### config.mk
export PLATFORM = sky130hd
export DESIGN_NAME = vga_text_ctrl
export DESIGN_NICKNAME = d
export VERILOG_FILES = /design/src/rtl/vga_text_ctrl.sv
export SDC_FILE = /design/constraint.sdc
export NUM_CORES = 1
export LEC_CHECK = 0
export CORE_MARGIN = 1
export CORE_UTILIZATION = 45
export DETAILED_ROUTE_END_ITERATION = 10
export HOLD_SLACK_MARGIN = 0.15
export PLACE_DENSITY_LB_ADDON = 0.12
export SETUP_SLACK_MARGIN = 0.4
export SLEW_MARGIN = 10
export SYNTH_ARGS = -nofsm -noshare
export SYNTH_HDL_FRONTEND = slang
export SYNTH_SLANG_ARGS = --single-unit
### constraint.sdc
create_clock -name clk -period 2.3 [get_ports clk]
set_input_delay 0.23 -clock clk [delete_from_list [all_inputs] [get_ports clk]]
set_output_delay 0.23 -clock clk [all_outputs]
set_load 0.05 [all_outputs]
### src/rtl/vga_text_ctrl.sv
// ---------------------------------------------------------------------------
// vga_text_ctrl
//
// 80x30 text-mode VGA controller, 640x480 @ 60 Hz from a 25 MHz pixel clock.
// Characters are read from a 32x128 character buffer and expanded through an
// 8x16 font ROM. Both memories are external and read synchronously.
//
// Ports
//   clk          pixel clock (25 MHz)
//   reset_n      asynchronous reset, active-low
//   scroll_row   buffer row shown on screen row 0, taken at frame start
//   cursor_en    cursor enable
//   cursor_row   cursor screen row (0..29)
//   cursor_col   cursor screen column (0..79)
//   char_addr    character buffer address {buf_row, col}
//   char_data    character code, valid one cycle after char_addr
//   font_addr    font ROM address {char, glyph_row}
//   font_data    glyph row bits, valid one cycle after font_addr, bit 7 leftmost
//   vga_r/g/b    4-bit colour outputs
//   vga_hs/vs    sync outputs, active-low
//   frame_start  one-cycle pulse while the counters read (0,0)
// ---------------------------------------------------------------------------
module vga_text_ctrl #(
    parameter logic [11:0] FG_COLOR   = 12'hFFF,
    parameter logic [11:0] BG_COLOR   = 12'h000,
    parameter int          BLINK_LOG2 = 5
) (
    input  logic        clk,
    input  logic        reset_n,
    input  logic [4:0]  scroll_row,
    input  logic        cursor_en,
    input  logic [4:0]  cursor_row,
    input  logic [6:0]  cursor_col,
    output logic [11:0] char_addr,
    input  logic [7:0]  char_data,
    output logic [11:0] font_addr,
    input  logic [7:0]  font_data,
    output logic [3:0]  vga_r,
    output logic [3:0]  vga_g,
    output logic [3:0]  vga_b,
    output logic        vga_hs,
    output logic        vga_vs,
    output logic        frame_start
);

    localparam int H_VISIBLE  = 640;
    localparam int H_SYNC_BEG = 656;
    localparam int H_SYNC_END = 751;
    localparam int H_TOTAL    = 800;
    localparam int V_VISIBLE  = 480;
    localparam int V_SYNC_BEG = 490;
    localparam int V_SYNC_END = 491;
    localparam int V_TOTAL    = 525;

    // Per-pixel attributes carried alongside the memory fetches so that sync
    // and colour leave the block on the same cycle.
    typedef struct packed {
        logic       vis;
        logic       hs;
        logic       vs;
        logic       cur;
        logic [2:0] px;
    } pipe_t;

    localparam pipe_t PIPE_RST = '{vis: 1'b0, hs: 1'b1, vs: 1'b1, cur: 1'b0, px: 3'd0};

    // ---------------- raster counters, frame counter, scroll latch ----------
    logic [9:0] h_cnt, v_cnt, h_nxt, v_nxt;
    logic [5:0] frame_cnt, frame_nxt;
    logic [4:0] scroll_lat, scroll_nxt;
    logic       h_wrap, f_wrap;

    // NOTE: every variable gets a default at the top of the always_comb block,
    // so no path leaves it unassigned and no latch is inferred.
    always_comb begin
        h_wrap     = (h_cnt == 10'(H_TOTAL - 1));
        f_wrap     = h_wrap && (v_cnt == 10'(V_TOTAL - 1));
        h_nxt      = h_wrap ? 10'd0 : h_cnt + 10'd1;
        v_nxt      = v_cnt;
        frame_nxt  = frame_cnt;
        scroll_nxt = scroll_lat;
        if (f_wrap) begin
            v_nxt      = 10'd0;
            frame_nxt  = frame_cnt + 6'd1;
            scroll_nxt = scroll_row;
        end else if (h_wrap) begin
            v_nxt = v_cnt + 10'd1;
        end
    end

    // NOTE: sequential state uses non-blocking assignments so every register
    // samples the pre-edge values regardless of statement order.
    always_ff @(posedge clk or negedge reset_n) begin
        if (!reset_n) begin
            h_cnt       <= '0;
            v_cnt       <= '0;
            frame_cnt   <= '0;
            scroll_lat  <= '0;
            frame_start <= 1'b0;
        end else begin
            h_cnt       <= h_nxt;
            v_cnt       <= v_nxt;
            frame_cnt   <= frame_nxt;
            scroll_lat  <= scroll_nxt;
            frame_start <= f_wrap;   // counters read (0,0) on the next cycle
        end
    end

    // ---------------- stage 0: geometry and character fetch ----------------
    logic [6:0] col;
    logic [4:0] scr_row, buf_row;
    logic [3:0] glyph_row;
    pipe_t      s0;

    always_comb begin
        col       = h_cnt[9:3];
        scr_row   = v_cnt[8:4];
        glyph_row = v_cnt[3:0];
        buf_row   = scr_row + scroll_lat;   // 5-bit add wraps modulo 32
        char_addr = {buf_row, col};

        s0.vis = (h_cnt < 10'(H_VISIBLE)) && (v_cnt < 10'(V_VISIBLE));
        s0.hs  = !((h_cnt >= 10'(H_SYNC_BEG)) && (h_cnt <= 10'(H_SYNC_END)));
        s0.vs  = !((v_cnt >= 10'(V_SYNC_BEG)) && (v_cnt <= 10'(V_SYNC_END)));
        s0.px  = h_cnt[2:0];
        // The cursor test is done here and carried along; frame_cnt only moves
        // during vertical blanking, so this matches evaluating it two stages on.
        s0.cur = cursor_en && (scr_row == cursor_row) && (col == cursor_col) &&
                 (glyph_row[3:1] == 3'b111) && !frame_cnt[BLINK_LOG2];
    end

    // ---------------- stage 1: font fetch ----------------------------------
    pipe_t      s1, s2;
    logic [3:0] glyph_d1;

    assign font_addr = {char_data, glyph_d1};

    always_ff @(posedge clk or negedge reset_n) begin
        if (!reset_n) begin
            s1       <= PIPE_RST;
            s2       <= PIPE_RST;
            glyph_d1 <= '0;
        end else begin
            s1       <= s0;
            s2       <= s1;
            glyph_d1 <= glyph_row;
        end
    end

    // ---------------- stage 2: pixel select, stage 3: output registers -----
    logic        pix_on;
    logic [11:0] rgb_nxt;

    always_comb begin
        pix_on  = font_data[3'd7 - s2.px] ^ s2.cur;
        rgb_nxt = 12'h000;
        if (s2.vis) begin
            rgb_nxt = pix_on ? FG_COLOR : BG_COLOR;
        end
    end

    always_ff @(posedge clk or negedge reset_n) begin
        if (!reset_n) begin
            {vga_r, vga_g, vga_b} <= 12'h000;
            vga_hs                <= 1'b1;
            vga_vs                <= 1'b1;
        end else begin
            {vga_r, vga_g, vga_b} <= rgb_nxt;
            vga_hs                <= s2.hs;
            vga_vs                <= s2.vs;
        end
    end

endmodule

Word-level counts from Yosys, hierarchy flattened
Cells that the tools add are included.

Register bits after elaboration: 64. Input bits: 36. Output and inout bits: 39. Word-level logic and storage cells: 58.

Add/sub/neg operators: 5. Order comparisons: 7. Eq/ne operators: 5. Mux-type cells: 7. Bitwise gates (word level): 1. Reductions and logical operators: 12.

Operator list (number): 10-bit 2-to-1 mux (3); 12-bit 2-to-1 mux (2); 10-bit by 1-bit adder with 10-bit output (second input constant) (2); 10-bit equality test (second input constant) (2); 10-bit greater-or-equal comparator (second input constant) (1); 10-bit by 9-bit greater-or-equal comparator with 1-bit output (second input constant) (1); 10-bit <= comparator (second input constant) (1); 10-bit by 9-bit <= comparator with 1-bit output (second input constant) (1); 10-bit less-than comparator (second input constant) (1); 10-bit by 9-bit less-than comparator with 1-bit output (second input constant) (1); 1-bit logical AND (8); 7-bit equality test (1); 6-bit by 1-bit adder with 6-bit output (second input constant) (1); 5-bit adder (1); 5-bit equality test (1); 3-bit by 4-bit less-than comparator with 1-bit output (second input constant) (1); 1-bit binary-select mux with 3-bit select (1); 3-bit equality test (second input constant) (1); 1-bit zero test (3); 3-bit subtractor (first input constant) (1); 2-bit nonzero test (1); 1-bit 2-to-1 mux (1); 1-bit bitwise XOR (1).

Logic depth before layout (Yosys ltp)
Depth in word-level cells: 6. Depth in mapped cells: 7. Mapped depth without buffers: 7.

Worst setup path after synthesis
Ideal clock, no wire load.

Kind: flip-flop to output port. Start point: reg v_cnt[4]. End point: out char_addr[11]. Arrival time: 2.079 ns. Data required time: 2.070 ns. Slack: -0.009 ns. Cell stages (with the launch flop): 8. Buffers on the path: 0. Cell sequence: dfrtp_1 ha_1 inv_1 fa_1 inv_1 a21o_1 a21oi_1 xnor2_1.

Cells in the longest elaborated chain, start to end: 1.

RTL lines: start: declaration (RTL line 68) `logic [9:0] h_cnt, v_cnt, h_nxt, v_nxt;`; start signal: assignment (RTL line 102) `v_cnt <= v_nxt;`; 5-bit adder (RTL line 119) `buf_row = scr_row + scroll_lat;`; end: declaration (RTL line 34) `output logic [11:0] char_addr,`.

Every way passes these cells.

Final worst setup path
Ends and elaborated chain as after synthesis.

==> report_table.html <==
<table>
<tr><th>Metric</th><th>Value</th></tr>
<tr><th colspan="2">CTS</th></tr>
<tr><td>Total CTS buffers</td><td>5</td></tr>
<tr><td>CTS Buffer Depth</td><td>2</td></tr>
<tr><td>Maximum level of the CTS H-tree</td><td>2</td></tr>
<tr><td>Clk root buf</td><td>sky130_fd_sc_hd__clkbuf_8</td></tr>
<tr><td>CTS tree</td><td>done</td></tr>
<tr><td>Number of clock sinks seen by CTS</td><td>53</td></tr>
<tr><td>Clk pin slew, worst setup/hold paths</td><td>0.09 ns</td></tr>
<tr><td>Insertion delay to the later sink of the worst-skew pair</td><td>0.31 ns</td></tr>
<tr><th colspan="2">Placed design</th></tr>
<tr><td>Count of input and output buffers</td><td>58</td></tr>
<tr><td>Placer Congestion</td><td>0.845</td></tr>
<tr><td>Post-DP HPWL</td><td>3800 um</td></tr>
<tr><td>Pre-CTS setup slack</td><td>0.148 ns</td></tr>
<tr><th colspan="2">Route</th></tr>
<tr><td>Wire per inst</td><td>14.7 um</td></tr>
<tr><td>DRT antenna net count</td><td>0</td></tr>
<tr><td>Count of routing violations after the opening detailed-route iteration</td><td>78</td></tr>
<tr><td>DR DRC count</td><td>0</td></tr>
<tr><td>Total length of routed wires</td><td>5420 um</td></tr>
<tr><td>Pre-antenna DRT Iters</td><td>4</td></tr>
<tr><td>Via density per instance</td><td>5.02</td></tr>
<tr><td>Total vias in the final route</td><td>1,847</td></tr>
<tr><th colspan="2">Synthesis</th></tr>
<tr><td>Net Count, Synth</td><td>280</td></tr>
<tr><td>Yosys warnings</td><td>0</td></tr>
<tr><td>Part of the Yosys area used for sequential elements</td><td>50.1%</td></tr>
<tr><td>Synthesized flop and latch total</td><td>53</td></tr>
<tr><td>Fraction of registers with async set/reset</td><td>100%</td></tr>
<tr><td>Cell count after synthesis</td><td>234</td></tr>
<tr><td>Syn_area_per_cell</td><td>11.4 um^2</td></tr>
<tr><td>Main flop type after synthesis</td><td>sky130_fd_sc_hd__dfrtp_1</td></tr>
<tr><td>Number of library cell types mapped by synthesis</td><td>39</td></tr>
<tr><td>Netlist area before placement</td><td>0.00266 mm^2</td></tr>
<tr><td>Number of synthesized flops with an enable pin</td><td>0</td></tr>
<tr><th colspan="2">Setup path</th></tr>
<tr><td>Cell depth of the worst flop-to-flop path</td><td>5</td></tr>
<tr><td>Category of the worst setup path capture point</td><td>output pin</td></tr>
<tr><td>Critical R2R Launch</td><td>h_cnt[1]</td></tr>
<tr><td>Crit start category</td><td>flip-flop</td></tr>
<tr><td>Required time of the worst setup path</td><td>2.07 ns</td></tr>
<tr><td>Worst-path cell chain</td><td>ha_4 -&gt; inv_2 -&gt; fa_2 -&gt; inv_1 -&gt; a21o_1 -&gt; a21oi_2 -&gt; xnor2_2 -&gt; buf_12</td></tr>
<tr><td>Worst setup slack for register-to-register paths</td><td>0.46 ns</td></tr>
<tr><td>Critical setup path kind</td><td>flip-flop to output pin</td></tr>
<tr><td>Largest stage delay on the critical path</td><td>0.44 ns</td></tr>
<tr><td>Terminus of the critical flop-to-flop path</td><td>frame_cnt[1]</td></tr>
<tr><td>Max FO, Critical Path</td><td>2</td></tr>
<tr><td>Critical Path Slowest Stage Cell</td><td>sky130_fd_sc_hd__dfrtp_2</td></tr>
<tr><td>Data arrival time of the critical path</td><td>1.84 ns</td></tr>
<tr><th colspan="2">Floorplanning</th></tr>
<tr><td>I/O pin count</td><td>75</td></tr>
<tr><td>Area of the die</td><td>0.00623 mm^2</td></tr>
<tr><td>Starting Density</td><td>47.5%</td></tr>
<tr><td>Standard-cell rows</td><td>27</td></tr>
<tr><td>Die height</td><td>78.9 um</td></tr>
<tr><td>Chip Width</td><td>78.9 um</td></tr>
<tr><td>Standard cell core area</td><td>0.00561 mm^2</td></tr>
<tr><th colspan="2">STA</th></tr>
<tr><td>Worst Clk Skew</td><td>0.00561 ns</td></tr>
<tr><td>Peak clock frequency supported by timing</td><td>0.484 GHz</td></tr>
<tr><td>Final max-slew violation count</td><td>0</td></tr>
<tr><td>Min cycle time layout</td><td>2.07 ns</td></tr>
<tr><td>Final worst-path cycle share</td><td>89.9%</td></tr>
<tr><td>Setup repair after global routing missed its margin</td><td>yes</td></tr>
<tr><td>Measured slew at the worst slew-check pin</td><td>0.524 ns</td></tr>
<tr><td>Final setup violation count</td><td>0</td></tr>
<tr><td>Worst rel slew slack</td><td>65.0%</td></tr>
<tr><td>Final hold violations</td><td>0</td></tr>
<tr><td>Setup total negative slack</td><td>0 ns</td></tr>
<tr><td>Worst Setup Slack, final</td><td>0.232 ns</td></tr>
<tr><th colspan="2">Run status</th></tr>
<tr><td>Status</td><td>completed</td></tr>
<tr><th colspan="2">Finish</th></tr>
<tr><td>Fill cell count</td><td>461</td></tr>
<tr><td>Storage cell area</td><td>0.00134 mm^2</td></tr>
<tr><td>Antenna diode instance count</td><td>0</td></tr>
<tr><td>Total area of multi-input combinational cells</td><td>0.00115 mm^2</td></tr>
<tr><td>Fraction of layout instances using a drive strength above 1</td><td>26.0%</td></tr>
<tr><td>Syn-to-layout area delta</td><td>34.3%</td></tr>
<tr><td>Number of nets in the layout</td><td>341</td></tr>
<tr><th colspan="2">GRT</th></tr>
<tr><td>Antenna violations before repair</td><td>0</td></tr>
<tr><td>Overall global routing resource usage</td><td>18.7%</td></tr>
<tr><td>First-pass GRT wire length</td><td>8820 um</td></tr>
<tr><td>Largest net degree at the start of global routing</td><td>29</td></tr>
<tr><td>Aggregate global routing overflow</td><td>0</td></tr>
<tr><td>Vias in the first global route</td><td>1,869</td></tr>
<tr><th colspan="2">Min path</th></tr>
<tr><td>Class of the tightest hold or removal check</td><td>input pin to asynchronous set/reset pin</td></tr>
<tr><th colspan="2">Power and ir drop</th></tr>
<tr><td>Power density over the cells</td><td>445 mW/mm^2</td></tr>
<tr><td>Leak</td><td>1.66 nW</td></tr>
<tr><td>IR Drop Worst-Case VDD</td><td>0.233 mV</td></tr>
<tr><th colspan="2">Flow run</th></tr>
<tr><td>Maximum Capacitance Violations</td><td>0</td></tr>
</table>
-- layout by cell type, fill, tap and decap left out, drive strengths merged --
cell type	n
mux2	5
bufbuf	1
nor3	6
inv	13
fa	1
or3	2
clkbuf	7
nand4b	1
xnor2	26
and2	5
dfrtp	47
dlymetal6s2s	5
mux4	2
nor2b	3
nand2	6
or4	1
and4	2
dlygate4sd3	1
dfstp	6
nor4	2
nor4b	1
a22o	4
a31oi	1
nand4	9
xor2	7
and3	4
o31a	1
a21o	2
dlygate4sd2	12
nor2	10
a21oi	2
clkdlybuf4s50	36
nand3	13
buf	33
mux2i	1
o21ai	8
clkinvlp	1
ha	9
-- flip-flops by register name, summed over array words and instances (netlist names) --
signal	flops
glyph_d1	4
scroll_lat	5
frame_start	1
vga_hs	1
v_cnt	10
vga_vs	1
h_cnt	10
frame_cnt	6
s1	7
s2	7
vga_b	1
-- where the power goes --
part           total (mW)  switching (mW)  internal, mW  leakage, nW
Combinational       0.138          0.0741        0.0642        0.954
Sequential          0.934         0.00181         0.932        0.667
Clock               0.519           0.303         0.216       0.0385
-- metal layers --
| layer | share of wire (%) | global-route usage, % | up-vias |
|---|---|---|---|
| met3 | 7.5 | 3.45 | 9 |
| met2 | 46 | 30.5 | 65 |
| li1 | - | - | 884 |
| met1 | 45 | 24.2 | 889 |
| met5 | 0 | 0 | - |
| met4 | 1.6 | 8.18 | 0 |
-- per-stage QoR --
step           std cells  instance area (um^2)  hold WS [ns]  util [%]  power (mW)
3_3_place_gp         344                  3260        0.0753      58.1        1.10
2_1_floorplan        234                  2700       -0.0656         -        1.06
5_1_grt              368                  3570         0.281      63.7        1.65
4_1_cts              363                  3500         0.276      62.3        1.61
6_report             368                  3570         0.276      63.7        1.59
3_5_place_dp         344                  3260        0.0768      58.1        1.10
-- cells in the mapped netlist, drive strengths merged, types with 5 or more instances --
| library cell | n | area share [%] |
|---|---|---|
| xnor2 | 26 | 8.6 |
| ha | 9 | 4.2 |
| nand3 | 13 | 2.4 |
| nor2 | 10 | 2.0 |
| nor3 | 6 | 1.1 |
| nand4 | 9 | 2.1 |
| mux2 | 5 | 2.1 |
| xor2 | 7 | 2.3 |
| inv | 13 | 1.8 |
| dfstp | 6 | 5.9 |
| and2 | 5 | 1.2 |
| dfrtp | 47 | 44 |
| buf | 30 | 8.7 |
| nand2 | 6 | 0.85 |
| o21ai | 8 | 1.5 |
-- what timing repair did --
item | 4_1_cts | 5_1_grt
pin swaps | 10 | 8
endpoints found under the setup margin | 29 | 21
setup buffers | 10 | 5
hold endpoints to repair | 50 | 0
resized for setup | 28 | 11
hold buffers | 1 | 0
-- area by class of cell --
cell class / instances / area share [%]
inverters: 13 / 1.37
flip-flops and latches: 53 / 37.5
repair buffers: 88 / 24.1
well taps: 72 / 2.52
clock buffers: 7 / 2.14
clock inverters: 1 / 0.210
multi-input cells: 134 / 32.2
-- worst max-delay path by stage --
stage	start	to	slack [ns]	depth (start not counted)
2_1_floorplan	v_cnt[4]	char_addr[11]	0.25	7
3_3_place_gp	h_cnt[0]	scroll_lat[3]	0.21	5
3_5_place_dp	h_cnt[0]	frame_cnt[1]	0.15	5
4_1_cts	v_cnt[4]	char_addr[11]	0.22	8
5_1_grt	v_cnt[4]	char_addr[11]	0.15	8
6_report	v_cnt[4]	char_addr[11]	0.23	8
-- worst max-delay path: cells and delay by family (launching register included) --
family,cells,cell delay (ns)
XOR/XNOR,1,0.15
flip-flops,1,0.44
buffers and inverters,3,0.25
AO/OA/AOI/OAI,2,0.33
adder cells (fa/ha/maj),2,0.35
-- logic make-up after synthesis --
logic type,count (synthesis),synth area share [%]
simple gates,65,14.2
flops,53,50.1
buf+inv,47,11.0
xor+xnor,33,10.9
compound gates,18,4.61
fa+ha+maj,10,4.98
mux,8,4.18
Note: power is estimated with default switching activity, not from simulation.
